===== src/rtl/caesar_cipher_engine.sv =====
// Streaming Caesar-cipher core: external valid/ready or auto-stepping counter source,
// combinational modular shift, single registered result stage with backpressure.
module caesar_cipher_engine #(
    parameter int ALPHA    = 26,
    parameter int WIDTH    = 5,
    parameter int TICK_DIV = 50000000
) (
    input  logic             CLOCK_50,
    input  logic             rst,
    input  logic             ENCRYPT,
    input  logic [WIDTH-1:0] key,
    input  logic             auto_en,
    input  logic             in_valid,
    output logic             in_ready,
    input  logic [WIDTH-1:0] in_sym,
    output logic             out_valid,
    input  logic             out_ready,
    output logic [WIDTH-1:0] out_sym,
    output logic [WIDTH-1:0] out_src,
    output logic             out_err,
    output logic [WIDTH-1:0] auto_sym
);

    localparam int               DIV_W    = $clog2(TICK_DIV);
    localparam logic [DIV_W-1:0] DIV_LAST = DIV_W'(TICK_DIV - 1);
    localparam logic [WIDTH:0]   ALPHA_X  = (WIDTH + 1)'(ALPHA);
    localparam logic [WIDTH-1:0] SYM_LAST = WIDTH'(ALPHA - 1);

    typedef struct packed {
        logic [WIDTH-1:0] sym;
        logic [WIDTH-1:0] src;
        logic             err;
    } result_t;

    logic [DIV_W-1:0] div_cnt;
    logic             tick;
    logic             pending;
    logic             load_ok;
    logic             auto_load;
    logic             ext_load;
    result_t          res_q;
    result_t          res_d;
    logic [WIDTH-1:0] src_sym;
    logic [WIDTH:0]   s_x;
    logic [WIDTH:0]   k_x;
    logic [WIDTH:0]   t_x;
    logic             key_bad;
    logic             sym_bad;

    assign tick      = (div_cnt == DIV_LAST);
    assign load_ok   = !out_valid | out_ready;
    // Gated by rst so the stream sees no acceptance while the core is held in reset.
    assign in_ready  = rst & load_ok & !auto_en;
    assign ext_load  = in_valid & in_ready;
    assign auto_load = pending & load_ok & auto_en;

    assign out_sym = res_q.sym;
    assign out_src = res_q.src;
    assign out_err = res_q.err;

    // NOTE: every always_comb output gets a default first so no path leaves it unassigned (no latch).
    always_comb begin
        src_sym = auto_en ? auto_sym : in_sym;
        s_x     = {1'b0, src_sym};
        key_bad = ({1'b0, key} >= ALPHA_X);
        sym_bad = (s_x >= ALPHA_X);
        k_x     = key_bad ? '0 : {1'b0, key};
        if (ENCRYPT) begin
            t_x = s_x + k_x;
        end else begin
            t_x = s_x + ALPHA_X - k_x;
        end
        if (t_x >= ALPHA_X) begin
            t_x = t_x - ALPHA_X;
        end
        res_d.sym = sym_bad ? src_sym : t_x[WIDTH-1:0];
        res_d.src = src_sym;
        res_d.err = key_bad | sym_bad;
    end

    // NOTE: sequential state uses non-blocking assignments so all registers update from pre-edge values.
    always_ff @(posedge CLOCK_50 or negedge rst) begin
        if (!rst) begin
            div_cnt <= '0;
        end else if (tick) begin
            div_cnt <= '0;
        end else begin
            div_cnt <= div_cnt + DIV_W'(1);
        end
    end

    // Single pending slot: a tick landing on the clearing load keeps it set.
    always_ff @(posedge CLOCK_50 or negedge rst) begin
        if (!rst) begin
            pending <= 1'b0;
        end else if (!auto_en) begin
            pending <= 1'b0;
        end else if (tick) begin
            pending <= 1'b1;
        end else if (auto_load) begin
            pending <= 1'b0;
        end
    end

    always_ff @(posedge CLOCK_50 or negedge rst) begin
        if (!rst) begin
            auto_sym <= '0;
        end else if (auto_load) begin
            auto_sym <= (auto_sym == SYM_LAST) ? '0 : auto_sym + WIDTH'(1);
        end
    end

    always_ff @(posedge CLOCK_50 or negedge rst) begin
        if (!rst) begin
            out_valid <= 1'b0;
            res_q     <= '0;
        end else if (ext_load | auto_load) begin
            out_valid <= 1'b1;
            res_q     <= res_d;
        end else if (out_ready) begin
            out_valid <= 1'b0;
        end
    end

endmodule


===== config.mk =====
export PLATFORM = sky130hd
export DESIGN_NAME = caesar_cipher_engine
export DESIGN_NICKNAME = d
export VERILOG_FILES = /design/src/rtl/caesar_cipher_engine.sv
export SDC_FILE = /design/constraint.sdc
export NUM_CORES = 1
export LEC_CHECK = 0
export CORE_MARGIN = 1
export CORE_UTILIZATION = 50
export CTS_CLUSTER_SIZE = 16
export DETAILED_ROUTE_END_ITERATION = 10
export PLACE_DENSITY = 0.76
export SLEW_MARGIN = 5
export SYNTH_ARGS = -nofsm -noshare
export SYNTH_HDL_FRONTEND = slang
export SYNTH_SLANG_ARGS = --single-unit

===== constraint.sdc =====
create_clock -name CLOCK_50 -period 2.7 [get_ports CLOCK_50]
set_input_delay 0.27 -clock CLOCK_50 [delete_from_list [all_inputs] [get_ports CLOCK_50]]
set_output_delay 0.27 -clock CLOCK_50 [all_outputs]
set_load 0.05 [all_outputs]

### Yosys cells after proc, flatten, opt, wreduce, memory -nomap -nowiden

Cells that the tools add are included.

* bits in registers: 44
* output and inout bits: 18

* add/sub/neg operators: 6
* magnitude comparators: 3
* equal/unequal tests: 3
* muxes and demuxes: 12
* bitwise gates (word level): 8
* reduce and logical (&&, ||, !) cells: 3

Operators by type and width (number)
* adder 26 x 1 -> 26 bit (second input constant): 1
* equality test 26 bit (second input constant): 1
* two-way mux 26 bit: 1
* two-way mux 5 bit: 5
* greater-or-equal comparator 5 bit (second input constant): 2
* adder 5 x 5 -> 6 bit: 1
* adder 5 x 5 -> 6 bit (second input constant): 1
* greater-or-equal comparator 6 x 5 -> 1 bit (second input constant): 1
* two-way mux 6 bit: 1
* subtractor 6 x 5 -> 6 bit: 1
* adder 5 x 1 -> 5 bit (second input constant): 1
* bitwise AND 1 bit: 5
* equality test 5 bit (second input constant): 1
* two-way mux 1 bit: 5
* subtractor 5 bit (second input constant): 1
* inequality test 3 x 1 -> 1 bit (second input constant): 1
* OR 1 bit: 3
* zero test 1 bit: 2
* nonzero test 2 bit: 1

### Longest topological paths before layout

Gate-level depths: netlist of the first run.

* depth in word-level cells: 7
* mapped depth: 13
* depth with buffers taken out: 13

### Worst setup path before layout of the first run

OpenSTA, ideal clock, no wires.

* kind: register to register
* start point: reg auto_sym[2]
* end point: reg res_q, in the netlist out_sym[2]
* arrival: 3.050 ns
* slack: -0.432 ns
* stages on the path, launching flop included: 12
* buffers on the path: 0
* period minus slack after synthesis: 3.132 ns
* cell sequence: dfrtp_1 > mux2i_1 > inv_1 > ha_1 > fa_1 > nand3_1 > a21oi_1 > nor3_1 > a21boi_1 > a31o_1 > mux2_4 > a31oi_1

RTL lines
* start: declaration: line 21 `output logic [WIDTH-1:0] auto_sym`
* start signal: assignment: line 109 `auto_sym <= (auto_sym == SYM_LAST) ? '0 : auto_sym + WIDTH'(1);`
* end signal: assignment: line 119 `res_q <= res_d;`
* end: declaration: line 41 `result_t res_q;`

### Final worst setup path of the first run

* start point: reg auto_sym[3]
* end point: reg res_q, in the netlist out_sym[2]

* cells in the longest elaborated chain, start to end: 7

Ends and longest elaborated chain
* two-way mux 5 bit (*): line 63 `src_sym = auto_en ? auto_sym : in_sym;`
* adder 5 x 5 -> 6 bit: line 71 `t_x = s_x + ALPHA_X - k_x;`
* subtractor 6 x 5 -> 6 bit: line 71
* two-way mux 6 bit: line 68 `if (ENCRYPT) begin`
* greater-or-equal comparator 6 x 5 -> 1 bit: line 73 `if (t_x >= ALPHA_X) begin`
* two-way mux 5 bit: line 73
* two-way mux 5 bit (*): line 76 `res_d.sym = sym_bad ? src_sym : t_x[WIDTH-1:0];`

Mark *: on every way between the ends. The rest lies on a longest branch, timed or not.
A chain may end at the register's enable or synchronous reset.

==> parameters.txt, run 1 <==
Parameter                              Value

Routing
  Post-DRT Antenna Nets    0
  Number of design-rule violations left by the first detailed-router iteration    roughly 150
  Residual DRC    0
  Average wire length per cell after detail routing    15.5 µm
  Total number of vias    roughly 2600
  Detailed Route WL    slightly above 7000 µm
  Detailed Routing Iterations Pass 1    4
  Via-per-instance ratio    between 5 and 6

Die
  Placeable Area    about 5200 µm²
  Chip height    between 70 and 80 µm
  Initial core utilization    0.527
  Die extent in x    roughly 76 µm
  I/O pin cnt    34
  Total number of placement rows    26
  Floorplan die area    between 5000 and 6000 µm²

Placed design
  # port buffers    33
  Post-placement setup slack    -758 ps
  Detailed placement HPWL    ~5000 µm
  Final RePlAce weighted congestion    about 0.85

Status
  Failing checks    setup timing
  Run status    finished with violations

Synth
  Yosys warns    0
  XOR/XNOR Fraction of Synth Area    0.0702
  Number of flops mapped to enable cells by yosys    0
  Post-synthesis mux area share    0.0424
  Async set or reset register ratio after synthesis    1.00
  Number of nets produced by synthesis    about 340
  Post-synthesis register bit count    44
  Fraction of the mapped netlist area in simple logic gates    0.229
  Commonest register cell after synthesis    sky130_fd_sc_hd__dfrtp_1
  Mean instance size in the synthesized netlist    ~9.1 µm²
  Syn Inst Count    around 300
  Area fraction in compound gates after synthesis    0.129
  Cell area after technology mapping    about 2700 µm²
  Number of distinct library cells after synthesis    45
  Post-synthesis sequential area ratio    0.401
  Main combinational cell family by area after synthesis    simple AND/OR/NAND/NOR gates
  Synth Area in Adders    0.0912

Global routing
  GRT Resource Usage Total    0.256
  Largest net degree at the start of global routing    40
  Vias in the first global route    between 2000 and 3000
  Initial antenna violation count    0
  GRT overflow    0
  First-pass GRT wire length    about 12000 µm

Worst setup path
  Endpoint kind of the worst setup timing path    flip-flop
  Worst R2R Start    auto_sym[3]$_DFFE_PN0P_
  Capture instance of the worst register-to-register path    out_sym[2]$_DFFE_PN0P_
  Data required time of the critical path    about 3000 ps
  Arrival time worst endpoint    about 3000 ps
  Worst-case reg-to-reg path depth    12
  Largest fanout of any net on the critical path    4
  Crit path kind    reg -> reg
  Flop2flop setup slack    -20 ps
  Kind of start point of the critical path    flip-flop

Final layout
  Fraction of final layout cells sized beyond drive strength 1    0.282
  Final nets    between 400 and 500
  Most common cell after layout, fill and taps aside    sky130_fd_sc_hd__buf_4
  Core occupancy in the finished layout    0.748
  P&R area growth vs syn    41.9%
  Commonest non-fill, non-tap cells in the layout    58 x sky130_fd_sc_hd__buf_4, 39 x sky130_fd_sc_hd__dfrtp_1, 32 x sky130_fd_sc_hd__nor2_1, 23 x sky130_fd_sc_hd__clkdlybuf4s50_1, 22 x sky130_fd_sc_hd__nand3_1
  Number of inserted diodes    0

STA
  Setup repair after global routing missed its margin    yes
  Setup ws final    -21.3 ps
  Final-layout setup total negative slack    -21.3 ps
  Pins Over Slew Limit    0
  Clock Skews    about 7.5 ps
  Final hold violation count    0
  Slew at the pin closest to its max-slew limit    ~550 ps
  Timing-limited maximum frequency    between 300 and 400 MHz
  Post-route minimum period    around 2700 ps
  Remaining max-slew budget at the tightest pin    0.631
  Final Setup Violations    1
  Tcrit/Tclk final    1.01
  Fin Hold WS    354 ps

Clock tree
  Number of buffers inserted during clock tree synthesis    5
  Root Driver    sky130_fd_sc_hd__clkbuf_8
  Number of buffers between clock root and the deepest sink    2
  Clock slew at reported path FFs    ~90 ps
  Clock tree sinks    between 40 and 50
  TritonCTS clock tree    done
  Number of levels the H-tree was split into    2
  Worst skew pair latency    300 ps

Worst hold path
  Min-delay worst type    in -> async

Power and ir drop
  Total Power Consumption    1.99 mW
  Reported leakage power    1.76 nW
  Power per cell area    between 500 and 600 nW/µm²
  Highest ir drop seen on vdd    ~0.00038 V

Run
  Number of max-cap violations    0
## routing by layer
metal / vias up / wire [µm] / track usage
li1: 1245 / - / -
met1: 1255 / 3170 / 0.318
met2: 60 / 3630 / 0.456
met3: 24 / 193 / 0.0335
met4: 0 / 219 / 0.0923
met5: - / 0 / 0
## worst max-delay path, stage by stage (launching register included)
cell	delay (ps)
sky130_fd_sc_hd__dfrtp_2	410
sky130_fd_sc_hd__mux2_4	290
sky130_fd_sc_hd__a21oi_4	130
sky130_fd_sc_hd__nor2_1	60
sky130_fd_sc_hd__ha_1	320
sky130_fd_sc_hd__buf_4	130
sky130_fd_sc_hd__nand3_1	90
sky130_fd_sc_hd__and3_1	170
sky130_fd_sc_hd__nor3_2	150
sky130_fd_sc_hd__a21boi_4	230
sky130_fd_sc_hd__a31o_1	190
sky130_fd_sc_hd__mux2_4	310
sky130_fd_sc_hd__a31oi_1	160
## worst max path at each step
stage                            start                      to  slack, ps  cells past startpoint
2_1_floorplan  auto_sym[1]$_DFFE_PN0P_  out_sym[2]$_DFFE_PN0P_        -90                     11
3_3_place_gp                   auto_en  out_sym[2]$_DFFE_PN0P_       -580                     12
3_5_place_dp                   auto_en  out_sym[2]$_DFFE_PN0P_       -760                     12
4_1_cts        auto_sym[1]$_DFFE_PN0P_  out_sym[2]$_DFFE_PN0P_        -20                     11
5_1_grt        auto_sym[3]$_DFFE_PN0P_  out_sym[2]$_DFFE_PN0P_       -140                     12
6_report       auto_sym[3]$_DFFE_PN0P_  out_sym[2]$_DFFE_PN0P_        -20                     12
## state kept, by name (all words and copies together) (netlist names)
name       flops
auto_sym       5
div_cnt       26
out_err        1
out_src        5
out_sym        5
out_valid      1
pending        1
## cells by family after synthesis
group | Yosys count
DFF | 44
and+or+nand+nor | 123
adders and majority gates | 19
xor gates and xnor gates | 22
muxes | 10
buffers and inverters | 25
AOI/OAI and AO/OA | 58
## per-stage QoR
step | area [µm²] | instances
after floorplan | 2790 | 301
after global placement | 3510 | 442
after detailed placement | 3510 | 442
after CTS | 3820 | 462
after global routing | 3890 | 464
final | 3890 | 464
## final cells by class
type | instances | area [µm²]
Clock buffer | 6 | 82.6
Clock inverter | 2 | 38.8
Fill cell | 355 | 1310
Inverter | 18 | 67.6
Multi-Input combinational cell | 232 | 1740
Sequential cell | 44 | 1110
Tap cell | 70 | 87.6
Timing Repair Buffer | 92 | 767
## synthesized netlist by cell type (3+ instances only)
cell                       number  area share
sky130_fd_sc_hd__dfrtp_1       44        0.40
sky130_fd_sc_hd__nor2_1        32       0.044
sky130_fd_sc_hd__nand3_1       22       0.040
sky130_fd_sc_hd__nand2_1       20       0.027
sky130_fd_sc_hd__a21oi_1       18       0.033
sky130_fd_sc_hd__inv_1         18       0.025
sky130_fd_sc_hd__ha_1          16       0.073
sky130_fd_sc_hd__o21ai_0       13       0.024
sky130_fd_sc_hd__xor2_1        12       0.038
sky130_fd_sc_hd__xnor2_1       10       0.032
sky130_fd_sc_hd__nor2b_1        9       0.021
sky130_fd_sc_hd__and3_1         7       0.016
sky130_fd_sc_hd__a31oi_1        6       0.014
sky130_fd_sc_hd__clkbuf_1       6      0.0082
sky130_fd_sc_hd__mux2i_1        5       0.018
sky130_fd_sc_hd__nand4_1        5       0.011
sky130_fd_sc_hd__or3_1          5       0.011
sky130_fd_sc_hd__nor3_1         4      0.0073
sky130_fd_sc_hd__o211ai_1       4       0.011
sky130_fd_sc_hd__a211oi_1       3      0.0082
sky130_fd_sc_hd__and2_1         3      0.0068
sky130_fd_sc_hd__nand2b_1       3      0.0068
sky130_fd_sc_hd__nor4_1         3      0.0068
sky130_fd_sc_hd__o31ai_1        3      0.0082
## timing repair
action	CTS	global route
setup endpoints to repair	4	4
endpoints found under the hold margin	5	0
pin swaps	15	17
resized for setup	29	12
hold buffers	1	0
setup buffers	11	3
## power by group
group          total [mW]  switching, mW  leakage [nW]  internal (mW)
registers           0.728         0.0281         0.561          0.699
logic               0.727          0.398          1.13          0.329
clock network       0.535          0.232        0.0614          0.303
total                1.99          0.659          1.76           1.33
Note: power is estimated with default switching activity, not from simulation.
==> run 2, diff against run 1 <==
--- a/config.mk
+++ b/config.mk
@@ -5,10 +5,11 @@
 export SDC_FILE = /design/constraint.sdc
 export NUM_CORES = 1
 export LEC_CHECK = 0
-export CORE_MARGIN = 1
+export CORE_MARGIN = 4
 export CORE_UTILIZATION = 50
 export CTS_CLUSTER_SIZE = 16
 export DETAILED_ROUTE_END_ITERATION = 10
+export GPL_ROUTABILITY_DRIVEN = 0
 export PLACE_DENSITY = 0.76
 export SLEW_MARGIN = 5
 export SYNTH_ARGS = -nofsm -noshare
==> run 2 against run 1 <==
Against the previous run: the flow still finishes with violations (setup timing); critical path depth fell by 1; global-route usage decreased by 1.9 points; sequential cell count is the same; clock power decreased by 23%; register-to-register slack got worse by 170 ps; fmax shrank 5.8%; sequential share of layout area grew 0.32 points; die area rose by 16%; worst setup slack worse by 170 ps; highest routed layer unchanged.
==> parameters.txt, run 2 (synthesis gave the netlist of run 1 again) <==
Parameter                              Value

STA
  Timing-limited maximum frequency    between 300 and 400 MHz
  Tcrit/Tclk final    1.07
  Post-route minimum period    just under 3000 ps
  Final Setup Violations    4
  Final-layout setup total negative slack    -306 ps
  Clock Skews    between 8 and 9 ps
  Pins Over Slew Limit    0
  Fin Hold WS    roughly 130 ps
  Setup repair after global routing missed its margin    yes
  Slew at the pin closest to its max-slew limit    roughly 540 ps
  Setup ws final    -190 ps
  Final hold violation count    0
  Remaining max-slew budget at the tightest pin    0.636

Worst setup path
  Data required time of the critical path    2920 ps
  Largest fanout of any net on the critical path    4
  Capture instance of the worst register-to-register path    out_sym[2]$_DFFE_PN0P_
  Cell type of the slowest stage on the worst timing path    sky130_fd_sc_hd__dfrtp_2
  Flop2flop setup slack    -190 ps
  Kind of start point of the critical path    flip-flop
  Worst R2R Start    auto_sym[3]$_DFFE_PN0P_
  Worst path depth    11
  Endpoint kind of the worst setup timing path    flip-flop
  Startpoint of the worst setup timing path    auto_sym[3]$_DFFE_PN0P_
  Worst-case reg-to-reg path depth    11
  Cell chain of the critical path    mux2_4 > a21oi_4 > nor2_1 > ha_1 > a21oi_2 > a211oi_1 > a31oi_1 > nand4_1 > a31o_1 > mux2_4 > a31oi_1
  Critical path buffers and inverters    0
  Critical Path Max Stage Delay    450 ps
  Capturing element of the worst setup path    out_sym[2]$_DFFE_PN0P_
  Arrival time worst endpoint    3110 ps
  Critical path's top delay family    compound AO/OA/AOI/OAI gates
  Crit path kind    reg -> reg

Routing
  Average wire length per cell after detail routing    ~16 µm
  Detailed Route WL    7590 µm
  Number of design-rule violations left by the first detailed-router iteration    ~200
  Total number of vias    ~2600
  Via-per-instance ratio    roughly 5.7
  Residual DRC    0
  Detailed Routing Iterations Pass 1    5
  Post-DRT Antenna Nets    0

Placed design
  # port buffers    33
  Post-placement setup slack    -621 ps
  Detailed placement HPWL    4830 µm

Clock tree
  Number of buffers inserted during clock tree synthesis    5
  Clock slew at reported path FFs    90 ps
  Root Driver    sky130_fd_sc_hd__clkbuf_8
  Number of buffers between clock root and the deepest sink    2
  Number of levels the H-tree was split into    2
  Clock tree sinks    between 40 and 50
  TritonCTS clock tree    done
  Worst skew pair latency    a little over 300 ps

Die
  Die extent in x    between 80 and 90 µm
  Floorplan die area    slightly below 7000 µm²
  Total number of placement rows    26
  I/O pin cnt    34
  Placeable Area    approximately 5200 µm²
  Initial core utilization    0.527
  Chip height    between 80 and 90 µm

Final layout
  Number of inserted diodes    0
  Final nets    roughly 430
  Flip-flop count of the largest register after layout    26
  Most common cell after layout, fill and taps aside    sky130_fd_sc_hd__buf_4
  Top reg by flops    div_cnt
  Commonest non-fill, non-tap cells in the layout    58 x sky130_fd_sc_hd__buf_4, 39 x sky130_fd_sc_hd__dfrtp_1, 32 x sky130_fd_sc_hd__nor2_1, 23 x sky130_fd_sc_hd__clkdlybuf4s50_1, 21 x sky130_fd_sc_hd__nand3_1
  Fraction of final layout cells sized beyond drive strength 1    0.276
  Core occupancy in the finished layout    0.739
  P&R area growth vs syn    40.3%

Power and ir drop
  Reported leakage power    approximately 1.7 nW
  Highest ir drop seen on vdd    0.000428 V
  Power per cell area    between 400 and 500 nW/µm²

Global routing
  Initial antenna violation count    0
  First-pass GRT wire length    about 12000 µm
  Largest net degree at the start of global routing    between 40 and 50
  GRT Resource Usage Total    0.237
  GRT overflow    0
  Vias in the first global route    2539

Status
  Run status    finished with violations
  Failing checks    setup timing

Run
  Number of max-cap violations    0

Worst hold path
  Min-delay worst type    in -> async
-- run 2: cell count changes in the layout (fill, tap and decap cells not counted), sizes merged --
cell and delta:
bufinv -1, clkbuf -1, clkinvlp +1, dlygate4sd2 -1, dlygate4sd3 -1, dlymetal6s2s +1
-- run 2: timing repair --
action,4_1_cts,5_1_grt
setup endpoints to repair,4,4
hold buffers,0,0
buffers inserted,10,3
pin swaps,12,7
gates resized for setup,29,8
-- run 2: worst min-delay path by stage --
stage / start / endpoint
detailed placement: rst / out_src[0]$_DFFE_PN0P_
global placement: rst / out_src[0]$_DFFE_PN0P_
floorplan: rst / auto_sym[0]$_DFFE_PN0P_
global route: rst / div_cnt[21]$_DFF_PN0_
CTS: rst / out_src[0]$_DFFE_PN0P_
finish: rst / pending$_DFFE_PN0P_
-- run 2: per-stage QoR --
stage	instances	area, µm²	power, mW
floorplan	301	2790	1.11
global placement	442	3510	1.34
detailed placement	442	3510	1.35
CTS	459	3780	1.81
global route	462	3850	1.93
finish	462	3850	1.85
-- run 2: per-layer routing --
metal,GRT usage,up-vias,part of all wire
li1,-,1246,-
met1,0.316,1280,0.42
met2,0.390,82,0.50
met3,0.0417,14,0.047
met4,0.0814,0,0.026
met5,0,-,0
-- run 2: cell type report --
class	instances	area, µm²
tap	70	87.6
clock inverter	2	12.5
timing repair buffer	91	761
fill	341	1360
multi-input combinational	232	1740
clock buffer	5	68.8
sequential	44	1110
inverter	18	67.6
-- run 2: worst reg2reg max path: stages, from the launching register on --
cell	delay, ps
sky130_fd_sc_hd__dfrtp_2	450
sky130_fd_sc_hd__mux2_4	300
sky130_fd_sc_hd__a21oi_4	120
sky130_fd_sc_hd__nor2_1	60
sky130_fd_sc_hd__ha_1	360
sky130_fd_sc_hd__a21oi_2	170
sky130_fd_sc_hd__a211oi_1	100
sky130_fd_sc_hd__a31oi_1	210
sky130_fd_sc_hd__nand4_1	220
sky130_fd_sc_hd__a31o_1	310
sky130_fd_sc_hd__mux2_4	320
sky130_fd_sc_hd__a31oi_1	190
-- run 2: report_power, final --
group	switching (mW)	internal (mW)	leakage, nW
clock network	0.235	0.175	0.0400
logic	0.395	0.318	1.14
registers	0.0280	0.699	0.561
total	0.658	1.19	1.74
